`config.mk`:
```
export PLATFORM = sky130hd
export DESIGN_NAME = mem_port_arbiter
export DESIGN_NICKNAME = d
export VERILOG_FILES = /design/src/rtl/mem_port_arbiter.sv
export SDC_FILE = /design/constraint.sdc
export NUM_CORES = 1
export LEC_CHECK = 0
export ABC_AREA = 0
export CELL_PAD_IN_SITES_DETAIL_PLACEMENT = 1
export CELL_PAD_IN_SITES_GLOBAL_PLACEMENT = 1
export CORE_ASPECT_RATIO = 0.6
export CORE_MARGIN = 2
export CORE_UTILIZATION = 48
export DETAILED_ROUTE_END_ITERATION = 10
export DONT_BUFFER_PORTS = 1
export PLACE_DENSITY = 0.9
export REMOVE_ABC_BUFFERS = 1
export SLEW_MARGIN = 20
export SYNTH_ARGS = -nofsm -noshare
export SYNTH_HDL_FRONTEND = slang
export SYNTH_SLANG_ARGS = --single-unit
```
`constraint.sdc`:
```
create_clock -name clk -period 2.7 [get_ports clk]
set_input_delay 0.54 -clock clk [delete_from_list [all_inputs] [get_ports clk]]
set_output_delay 0.54 -clock clk [all_outputs]
set_load 0.02 [all_outputs]
```
`src/rtl/mem_port_arbiter.sv`:
```
// Two-requester arbiter for the single-port unified memory: data has priority,
// a streak counter guarantees fetch progress, and a BUSY timeout aborts hung accesses.
module mem_port_arbiter #(
  parameter int ADDR_WIDTH     = 32,
  parameter int DATA_WIDTH     = 32,
  parameter int STARVE_LIMIT   = 4,
  parameter int TIMEOUT_CYCLES = 255
) (
  input  logic                    clk,
  input  logic                    rst,
  input  logic                    if_req,
  input  logic [ADDR_WIDTH-1:0]   if_addr,
  output logic [DATA_WIDTH-1:0]   if_rdata,
  output logic                    if_done,
  output logic                    if_err,
  input  logic                    d_req,
  input  logic                    d_we,
  input  logic [ADDR_WIDTH-1:0]   d_addr,
  input  logic [DATA_WIDTH-1:0]   d_wdata,
  input  logic [DATA_WIDTH/8-1:0] d_wstrb,
  output logic [DATA_WIDTH-1:0]   d_rdata,
  output logic                    d_done,
  output logic                    d_err,
  output logic [ADDR_WIDTH-1:0]   mem_addr,
  output logic [DATA_WIDTH-1:0]   mem_wdata,
  output logic [DATA_WIDTH/8-1:0] mem_wstrb,
  output logic                    mem_rd_en,
  output logic                    mem_wr_en,
  input  logic [DATA_WIDTH-1:0]   mem_rdata,
  input  logic                    mem_ready
);

  localparam int SW  = DATA_WIDTH / 8;
  localparam int SCW = $clog2(STARVE_LIMIT + 2);
  localparam int TCW = $clog2(TIMEOUT_CYCLES + 2);
  localparam logic [SCW-1:0] STREAK_MAX = SCW'(STARVE_LIMIT);
  localparam logic [TCW-1:0] TO_LAST    = TCW'(TIMEOUT_CYCLES - 1);

  typedef enum logic [1:0] {IDLE, BUSY_I, BUSY_D, DONE} state_t;

  state_t                state_q, state_d;
  logic [SCW-1:0]        streak_q, streak_d;
  logic [TCW-1:0]        tcnt_q, tcnt_d;
  logic [ADDR_WIDTH-1:0] mem_addr_q, mem_addr_d;
  logic [DATA_WIDTH-1:0] mem_wdata_q, mem_wdata_d;
  logic [SW-1:0]         mem_wstrb_q, mem_wstrb_d;
  logic                  mem_rd_en_q, mem_rd_en_d;
  logic                  mem_wr_en_q, mem_wr_en_d;
  logic [DATA_WIDTH-1:0] if_rdata_q, if_rdata_d;
  logic                  if_done_q, if_done_d;
  logic                  if_err_q, if_err_d;
  logic [DATA_WIDTH-1:0] d_rdata_q, d_rdata_d;
  logic                  d_done_q, d_done_d;
  logic                  d_err_q, d_err_d;

  always_comb begin
    state_d     = state_q;
    streak_d    = streak_q;
    tcnt_d      = tcnt_q;
    mem_addr_d  = mem_addr_q;
    mem_wdata_d = mem_wdata_q;
    mem_wstrb_d = mem_wstrb_q;
    mem_rd_en_d = mem_rd_en_q;
    mem_wr_en_d = mem_wr_en_q;
    if_rdata_d  = if_rdata_q;
    if_done_d   = 1'b0;
    if_err_d    = 1'b0;
    d_rdata_d   = d_rdata_q;
    d_done_d    = 1'b0;
    d_err_d     = 1'b0;
    case (state_q)
      IDLE: begin
        tcnt_d = '0;
        // Data wins unless fetch is waiting and data already had its streak.
        if (d_req && (!if_req || streak_q < STREAK_MAX)) begin
          state_d     = BUSY_D;
          mem_addr_d  = d_addr;
          mem_wdata_d = d_wdata;
          mem_wstrb_d = d_wstrb;
          mem_rd_en_d = !d_we;
          mem_wr_en_d = d_we;
          streak_d    = if_req ? streak_q + 1'b1 : '0;
        end else if (if_req) begin
          state_d     = BUSY_I;
          mem_addr_d  = if_addr;
          mem_wdata_d = '0;
          mem_wstrb_d = '0;
          mem_rd_en_d = 1'b1;
          mem_wr_en_d = 1'b0;
          streak_d    = '0;
        end
      end
      BUSY_I, BUSY_D: begin
        tcnt_d = tcnt_q + 1'b1;
        if (mem_ready || tcnt_q == TO_LAST) begin
          state_d     = DONE;
          mem_rd_en_d = 1'b0;
          mem_wr_en_d = 1'b0;
          if (state_q == BUSY_I) begin
            if_done_d  = 1'b1;
            if_err_d   = !mem_ready;
            if_rdata_d = mem_ready ? mem_rdata : '0;
          end else begin
            d_done_d = 1'b1;
            d_err_d  = !mem_ready;
            if (mem_rd_en_q) d_rdata_d = mem_ready ? mem_rdata : '0;
          end
        end
      end
      DONE:    state_d = IDLE;
      default: state_d = IDLE;
    endcase
  end

  always_ff @(posedge clk or negedge rst) begin
    if (!rst) begin
      state_q     <= IDLE;
      streak_q    <= '0;
      tcnt_q      <= '0;
      mem_addr_q  <= '0;
      mem_wdata_q <= '0;
      mem_wstrb_q <= '0;
      mem_rd_en_q <= 1'b0;
      mem_wr_en_q <= 1'b0;
      if_rdata_q  <= '0;
      if_done_q   <= 1'b0;
      if_err_q    <= 1'b0;
      d_rdata_q   <= '0;
      d_done_q    <= 1'b0;
      d_err_q     <= 1'b0;
    end else begin
      state_q     <= state_d;
      streak_q    <= streak_d;
      tcnt_q      <= tcnt_d;
      mem_addr_q  <= mem_addr_d;
      mem_wdata_q <= mem_wdata_d;
      mem_wstrb_q <= mem_wstrb_d;
      mem_rd_en_q <= mem_rd_en_d;
      mem_wr_en_q <= mem_wr_en_d;
      if_rdata_q  <= if_rdata_d;
      if_done_q   <= if_done_d;
      if_err_q    <= if_err_d;
      d_rdata_q   <= d_rdata_d;
      d_done_q    <= d_done_d;
      d_err_q     <= d_err_d;
    end
  end

  assign mem_addr  = mem_addr_q;
  assign mem_wdata = mem_wdata_q;
  assign mem_wstrb = mem_wstrb_q;
  assign mem_rd_en = mem_rd_en_q;
  assign mem_wr_en = mem_wr_en_q;
  assign if_rdata  = if_rdata_q;
  assign if_done   = if_done_q;
  assign if_err    = if_err_q;
  assign d_rdata   = d_rdata_q;
  assign d_done    = d_done_q;
  assign d_err     = d_err_q;

endmodule

```
# == Yosys cells after proc, flatten, opt, wreduce, memory -nomap -nowiden ==
# Cells that the tools add are included.
# word_totals
word_cells,73
out_inout_bits,138
register_bits,152
in_bits,138
mem_bits_rw,0
memories,0
romBits,0
latchBits,0
# op_classes
n_mul,0
n_mux,34
div,0
n_addsub,2
n_lt_le_gt_ge,1
shifts,0
n_reduce_logical,15
n_eq_ne,6
bitwise_logic,1
# ops
op,count
two-way mux 32 bit,5
one-hot mux 9 bit (2 select lines),1
two-way mux 1 bit,17
adder 9 x 1 -> 9 bit (second input constant),1
equality test 9 x 8 -> 1 bit (second input constant),1
two-way mux 3 bit,3
two-way mux 4 bit,2
two-way mux 2 bit,3
one-hot mux 2 bit (3 select lines),1
AND reduction 3 bit,2
equality test 2 bit (second input constant),2
one-hot mux 1 bit (2 select lines),2
AND reduction 2 bit,2
AND reduction 4 bit,1
nonzero test 2 bit,2
adder 3 x 1 -> 3 bit (second input constant),1
logical NOT 1 bit,3
less-than comparator 3 bit (second input constant),1
!= test 3 bit (second input constant),1
equality test 2 x 1 -> 1 bit (second input constant),1
logical NOT 2 bit,1
logical OR 1 bit,2
!= test 2 bit (second input constant),1
OR reduction 2 bit,1
2 further kinds,2

# == Longest topological paths before layout ==
# Gate-level depths: netlist of the first run.
# logic_depth
depth_word,5
ltp_mapped,7
ltp_nobuf,6

# == Least setup slack after synthesis of the first run ==
# Ideal clock, no wire load.
# synth_path
path_type,reg2reg
startpoint,reg state_q[0]
endpoint,reg d_rdata_q[10] (netlist: d_rdata[10])
stages_incl_launch_ff,8
arrival_ns,1.806
t_required_ns,2.634
period_less_slack_ns,1.872
setup_ns,0.066
n_path_buf,2
setup_slack_ns,0.828
cell_sequence,dfrtp_1 -> inv_1 -> ha_1 -> buf_2 -> inv_1 -> nor4b_2 -> buf_2 -> a22o_1
# synth_between
elab_chain_cells,3
word_cells_on_any_way,5
cone_classes,eq/ne (2); bitwise (1); reduce/logical (2)
# synth_rtl
element,line,text
start: declaration,41,"state_t state_q, state_d;"
start signal: assignment,132,state_q <= state_d;
equality test 2 x 1 -> 1 bit or equality test 2 bit (tied branches),"71, 99",
OR reduction 2 bit or inverter 1 bit (tied branches),n/a,
AND reduction 4 bit (no source line) *,n/a,
end signal: assignment,143,d_rdata_q <= d_rdata_d;
end: declaration,52,"logic [DATA_WIDTH-1:0] d_rdata_q, d_rdata_d;"
# Mark *: on every way between the ends. The rest lies on a longest branch, timed or not.
# A chain may end at the register's enable or synchronous reset.

# == Worst setup path in the final report of the first run ==
# layout_path
startpoint,reg tcnt_q[0]
endpoint,reg d_rdata_q[3] (netlist: d_rdata[3])
# layout_between
elab_chain_cells,3
# layout_rtl
element,line,text
start: declaration,43,"logic [TCW-1:0] tcnt_q, tcnt_d;"
start signal: assignment,134,tcnt_q <= tcnt_d;
equality test 9 x 8 -> 1 bit,95,if (mem_ready || tcnt_q == TO_LAST) begin
logical OR 1 bit,95,
AND reduction 4 bit (no source line),n/a,
# No other way between the ends.

==> results.tsv, run 1 <==
stage	metric	value	unit
run_status	outcome	complete, but fails checks	
run_status	violations	hold timing	
pwr	switching_share	42.3	%
setup_path	crit_arrival	2660	ps
pwr	clock_power_share	24.0	%
timing	setup_violations	0	
pwr	seqPwrFrac	54.3	%
setup_path	cp_max_fo	32	
timing	whs	-174	ps
layout	nFillCells	1204	
floorplanning	die_width	149	µm
drt	avgViaCountPerCell	6.27	
yosys	synth-seq-cells	152	
layout	area_delta_synth_final	11.9	%
global_routing	antenna_found_initial	0	
drt	met2_length	8180	µm
cts	postCtsSetupBuffers	0	
setup_path	start_kind	flip-flop	
drt	initialDrtViolationCount	257	
drt	drc	0	
drt	antenna_left	0	
global_routing	grt_pass1_vias	4306	
global_routing	grt_max_degree	153	
pwr	leakagePower	3.23	nW
timing	min_period	2370	ps
timing	fin_skew	11.4	ps
layout	nets	599	
layout	n_antenna_cell	0	
cts	cts_sinks	152	
global_routing	gr-usage-all-layers	24.7	%
yosys	synth-warning-count	0	
cts	clk_latency	410	ps
timing	relSlewSlack	55.5	%
timing	hold_viol	152	
setup_path	reg2reg_from	tcnt_q[0]	
layout	drive_gt1_share	11.6	%
cts	htree_levels	4	
timing	finalSetupTns	0	ps
global_routing	grt_pass1_wl	25500	µm
floorplanning	ios	276	
drt	firstDrtPassIters	5	
floorplanning	core_area	12200	µm²
drt	routedWlPerCell	25.5	µm
pwr	power_frac_comb	21.7	%
setup_path	critPathCaptureType	flip-flop	
placement	hpwl	11200	µm
drt	wl_met3	1350	µm
floorplanning	die_area	13600	µm²
cts	cts.clk_slew.worst_paths	60	ps
timing	final_max_slew_viol_count	0	
timing	worst_slew_pin_slew	668	ps
pwr	power.density	1430	nW/µm²
yosys	ys_seq_area_share	62.8	%
floorplanning	die_height	91.0	µm
cts	cts_tree	built	
setup_path	critical_path_class	reg2reg	
yosys	synthesis.instances	462	
setup_path	critical_path_required	2990	ps
setup_path	critical_path.startpoint	tcnt_q[0]	
placement	gp_congestion	0.780	
global_routing	grt-ovfl-total	0	
flow_run	max_cap_violations	0	
timing	fin_ws	327	ps
cts	root_buffer	clkbuf_16	
drt	vias	3961	
yosys	avgSynthCellArea	13.1	µm²
placement	io_buffers	0	
timing	rsz0062_at_grt	no	
pwr	vdd_drop_max	0.623	mV
floorplanning	rows	31	
cts	clock_path_buffers	2	
timing	fin_crit_sh	87.9	%
cts	cts_buffers	17	
drt	topRoutingLayerUsed	met4	
drt	routed_wl	16100	µm
pwr	cell_internal_pwr	0.00559	W
yosys	synth_cell_types	35	
floorplanning	start_util	49.7	%
drt	wl_met1	6220	µm
timing	timing.fmax	421	MHz
pwr	p_sw	0.00411	W
worst_hold_path	hp-class	in2async	
placement	dp_slack	357	ps
yosys	syn-cell-area	6060	µm²
==> critical path, cell delays in order, from the launching register on <==
cell      delay [ps]
dfrtp_1          440
inv_1             90
ha_1             140
inv_1             60
o41ai_4          600
nand4b_4         520
a22o_1           380
==> metal layers <==
layer	vias up	track usage (%)
met3	28	8.44
met2	171	41.6
met4	0	8.49
met5	-	0
met1	2073	29.8
li1	1689	-
==> cells in the mapped netlist <==
| cell | n | area (µm²) |
|---|---|---|
| xor2_1 | 1 | 8.76 |
| mux2i_1 | 35 | 350 |
| nor2_1 | 9 | 33.8 |
| a21boi_0 | 1 | 7.51 |
| nand4_2 | 1 | 12.5 |
| and2_1 | 1 | 6.26 |
| o21ai_0 | 37 | 185 |
| mux2_2 | 2 | 22.5 |
| or3_2 | 1 | 7.51 |
| nand4b_4 | 1 | 23.8 |
| or3_1 | 3 | 18.8 |
| a2bb2oi_2 | 1 | 15.0 |
| buf_6 | 6 | 67.6 |
| nand3_4 | 1 | 17.5 |
| clkbuf_1 | 16 | 60.1 |
| a21oi_1 | 5 | 25.0 |
| xnor2_1 | 2 | 17.5 |
| nor3_1 | 3 | 15.0 |
| a22o_1 | 101 | 885 |
| nor4_1 | 1 | 6.26 |
| ha_1 | 7 | 87.6 |
| nor4b_1 | 1 | 8.76 |
| nand2_1 | 42 | 158 |
| and4b_1 | 1 | 10.0 |
| a32o_1 | 1 | 10.0 |
| a22o_2 | 4 | 40.0 |
| o31ai_1 | 1 | 7.51 |
| o41ai_4 | 1 | 27.5 |
| and3_1 | 1 | 6.26 |
| dfrtp_1 | 152 | 3800 |
| nor4b_2 | 1 | 15.0 |
| buf_1 | 3 | 11.3 |
| inv_1 | 8 | 30.0 |
| buf_2 | 9 | 45.0 |
| nand3_1 | 2 | 10.0 |
==> area by class of cell <==
type	instances	area (µm²)	share of cell area (%)
multi-input combinational	268	2070	30.5
clock inverter	15	154	2.27
sequential	152	3800	56.1
timing repair buffer	7	90.1	1.33
tap	165	206	3.05
clock buffer	17	425	6.28
inverter	8	30.0	0.443
==> cells by family after synthesis <==
group	after synthesis	share of synthesized area [%]
muxes	37	6.16
AOI/OAI and AO/OA	152	19.9
adders and majority gates	7	1.45
and+or+nand+nor	69	5.76
DFF	152	62.8
buffers and inverters	42	3.53
xor gates and xnor gates	3	0.434
==> cells in the final DEF, fill, tap and decap left out, types with 2 or more instances in the layout <==
cell type   instances
dfrtp_1           152
a22o_1            101
nand2_1            42
o21ai_0            36
mux2i_1            35
clkbuf_16          17
nor2_1              9
inv_1               8
ha_1                7
inv_6               7
a21oi_1             5
a22o_2              4
buf_4               4
nor3_1              3
or3_1               3
inv_8               3
buf_12              3
mux2_2              2
nand3_1             2
xnor2_1             2
clkinvlp_4          2
==> power groups by stage <==
stage | Sequential (W) | Combinational, W | Clock, W
floorplan | 0.00494 | 0.00163 | 0
global placement | 0.00525 | 0.00191 | 0
detailed placement | 0.00528 | 0.00211 | 0
CTS | 0.00528 | 0.00213 | 0.00238
global route | 0.00536 | 0.00238 | 0.00247
finish | 0.00527 | 0.00210 | 0.00233
==> state kept, by name, indices dropped and copies added, names as in the netlist, 2 cells and up <==
name       flops
mem_wdata     32
d_rdata       32
state_q        2
tcnt_q         9
mem_wstrb      4
if_rdata      32
streak_q       3
mem_addr      32
==> worst paths after layout <==
check / cells past startpoint / to / slack [ps]
worst max-delay path: 6 / d_rdata[3] / 330
worst min-delay path: 0 / if_done / -170
worst max register to register: 6 / d_rdata[3] / 330
worst min register to register: 1 / streak_q[1] / 520
max in group asynchronous: 0 / mem_wdata[29] / 2650
min in group clk: 1 / if_err / 190
==> stage by stage <==
stage,cells,utilization (%),cell area [µm²],power [W]
after floorplan,428,-,5870,0.00657
final,632,55.7,6780,0.00970
after CTS,632,55.7,6780,0.00979
after global placement,600,50.9,6200,0.00715
after global routing,632,55.7,6780,0.0102
after detailed placement,600,50.9,6200,0.00739
==> repair_timing <==
item,4_1_cts,5_1_grt
hold endpoints to repair,152,152
setup endpoints to repair,0,0
resized for setup,0,0
Power figures use the tool's default switching activity.
==> inputs of run 2 (changes only) <==
- ABC_AREA: 0 -> not set
- CAP_MARGIN: not set -> 10
==> results of run 2 <==
Final layout, timing and power as in run 1 (identical DEF).
==> inputs of run 3 (changes only) <==
- CORE_UTILIZATION: 48 -> 43
- PLACE_DENSITY: 0.9 -> 0.83
==> run 3 against run 2 <==
Net effect: the flow still finishes with violations (hold timing); setup slack worse by 14 ps; sequential power down 0.8%; global-route usage down 4.1 points; combinational power about the same; critical path depth unchanged; first-iteration DRC count down 23%; clock-buffer cell count up 1; hold slack worse by 2.2 ps; non-clock buffer count unchanged; largest cell class unchanged; highest routed layer unchanged.
==> results.tsv, run 3 (synthesized netlist as in run 1, its figures left out) <==
stage	metric	value	unit
setup_path	cp_cell_sequence	inv_1, ha_1, inv_1, o41ai_4, nand4b_4, a22o_1	
layout	final_cell_mix	dfrtp_1, a22o_1, nand2_1	
cts	clock_path_buffers	2	
setup_path	cpMostUsedCell	inv_1	
placement	place_area	6210	µm²
global_routing	grt-ovfl-total	0	
cts	clk_latency	410	ps
layout	nets	599	
floorplanning	core_area	13700	µm²
timing	hold_viol	152	
pwr	total_power	0.00976	W
setup_path	critical_path.startpoint	tcnt_q[0]	
timing	worst_slew_pin_slew	700	ps
cts	htree_levels	4	
timing	min_period	2390	ps
floorplanning	ios	276	
global_routing	grt_max_degree	153	
setup_path	critical_path_required	2980	ps
drt	antenna_left	0	
run_status	violations	hold timing	
floorplanning	die_height	95.9	µm
setup_path	cp_slowest_cell	o41ai_4	
cts	cts_tree	built	
setup_path	start_kind	flip-flop	
setup_path	slowest_delay	590	ps
placement	io_buffers	0	
timing	whs	-176	ps
floorplanning	rows	33	
cts	cts_resized	0	
global_routing	grt_pass1_vias	4182	
pwr	leakagePower	3.26	nW
drt	drc	0	
floorplanning	die_width	157	µm
setup_path	reg2reg_from	tcnt_q[0]	
cts	postCtsSetupBuffers	0	
timing	relSlewSlack	53.2	%
timing	rsz0062_at_grt	no	
cts	root_buffer	clkbuf_16	
worst_hold_path	hp-class	in2async	
global_routing	grt_pass1_wl	23700	µm
layout	final_cell_area	6860	µm²
timing	fin_crit_sh	88.4	%
global_routing	antenna_found_initial	0	
setup_path	critical_path_class	reg2reg	
drt	initialDrtViolationCount	199	
setup_path	crit_arrival	2670	ps
drt	vias	3892	
cts	cts_buffers	17	
global_routing	gr-usage-all-layers	20.6	%
floorplanning	start_util	44.2	%
drt	avgViaCountPerCell	5.91	
placement	gp_congestion	0.757	
flow_run	max_cap_violations	0	
timing	timing.fmax	419	MHz
timing	setup_violations	0	
layout	area_delta_synth_final	13.2	%
layout	drive_gt1_share	11.6	%
pwr	vdd_drop_max	0.504	mV
placement	hpwl	10800	µm
setup_path	critPathCaptureType	flip-flop	
run_status	outcome	complete, but fails checks	
pwr	power.density	1420	nW/µm²
floorplanning	die_area	15100	µm²
layout	layout_commonest_cell	dfrtp_1	
setup_path	cp_max_fo	32	
layout	n_antenna_cell	0	
timing	fin_skew	17.7	ps
drt	firstDrtPassIters	4	
cts	cts_sinks	152	
drt	routedWlPerCell	23.6	µm
drt	routed_wl	15500	µm
timing	final_max_slew_viol_count	0	
cts	cts.clk_slew.worst_paths	70	ps
==> run 3: critical path, delay by kind of cell (launching register included) <==
family	cells	cell delay [ps]
compound gates	2	970
fa+ha+maj	1	160
buf+inv	2	150
flops	1	430
simple gates	1	540
==> run 3: final timing paths <==
path	endpoint	slack [ps]	cells past startpoint
worst max-delay path	d_rdata[20]	310	6
worst min-delay path	if_done	-180	0
worst max register to register	d_rdata[20]	310	6
worst min register to register	streak_q[1]	530	1
max in group asynchronous	state_q[1]	2610	0
min in group clk	if_err	200	1
==> run 3: layout make-up <==
| class | count | area (µm²) |
|---|---|---|
| Inverter | 8 | 30.0 |
| Timing Repair Buffer | 7 | 97.6 |
| Sequential cell | 152 | 3800 |
| Multi-Input combinational cell | 268 | 2070 |
| Tap cell | 192 | 240 |
| Fill cell | 1416 | 6850 |
| Clock inverter | 14 | 175 |
| Clock buffer | 18 | 439 |
==> run 3: metrics by stage <==
step / utilization [%] / hold slack, ps / setup TNS, ps / cells / setup slack, ps
2_1_floorplan: - / 244 / -258490 / 428 / -3510
3_3_place_gp: 45.3 / 248 / 0 / 626 / 524
3_5_place_dp: 45.3 / 248 / 0 / 626 / 374
4_1_cts: 49.8 / -202 / 0 / 658 / 332
5_1_grt: 50.0 / -213 / 0 / 659 / 194
6_report: 50.0 / -176 / 0 / 659 / 313
==> run 3: metal layers <==
layer	global-route usage (%)	up-vias	part of all wire [%]
met5	0	-	0
met2	34.0	162	50
li1	-	1680	-
met1	26.0	2040	42
met3	7.61	10	7.6
met4	5.45	0	0.44
==> run 3: where the power goes <==
part	internal [W]	switching, W	leakage [nW]
logic	0.00102	0.00105	1.02
clock network	0.00143	0.00103	0.305
registers	0.00326	0.00197	1.94
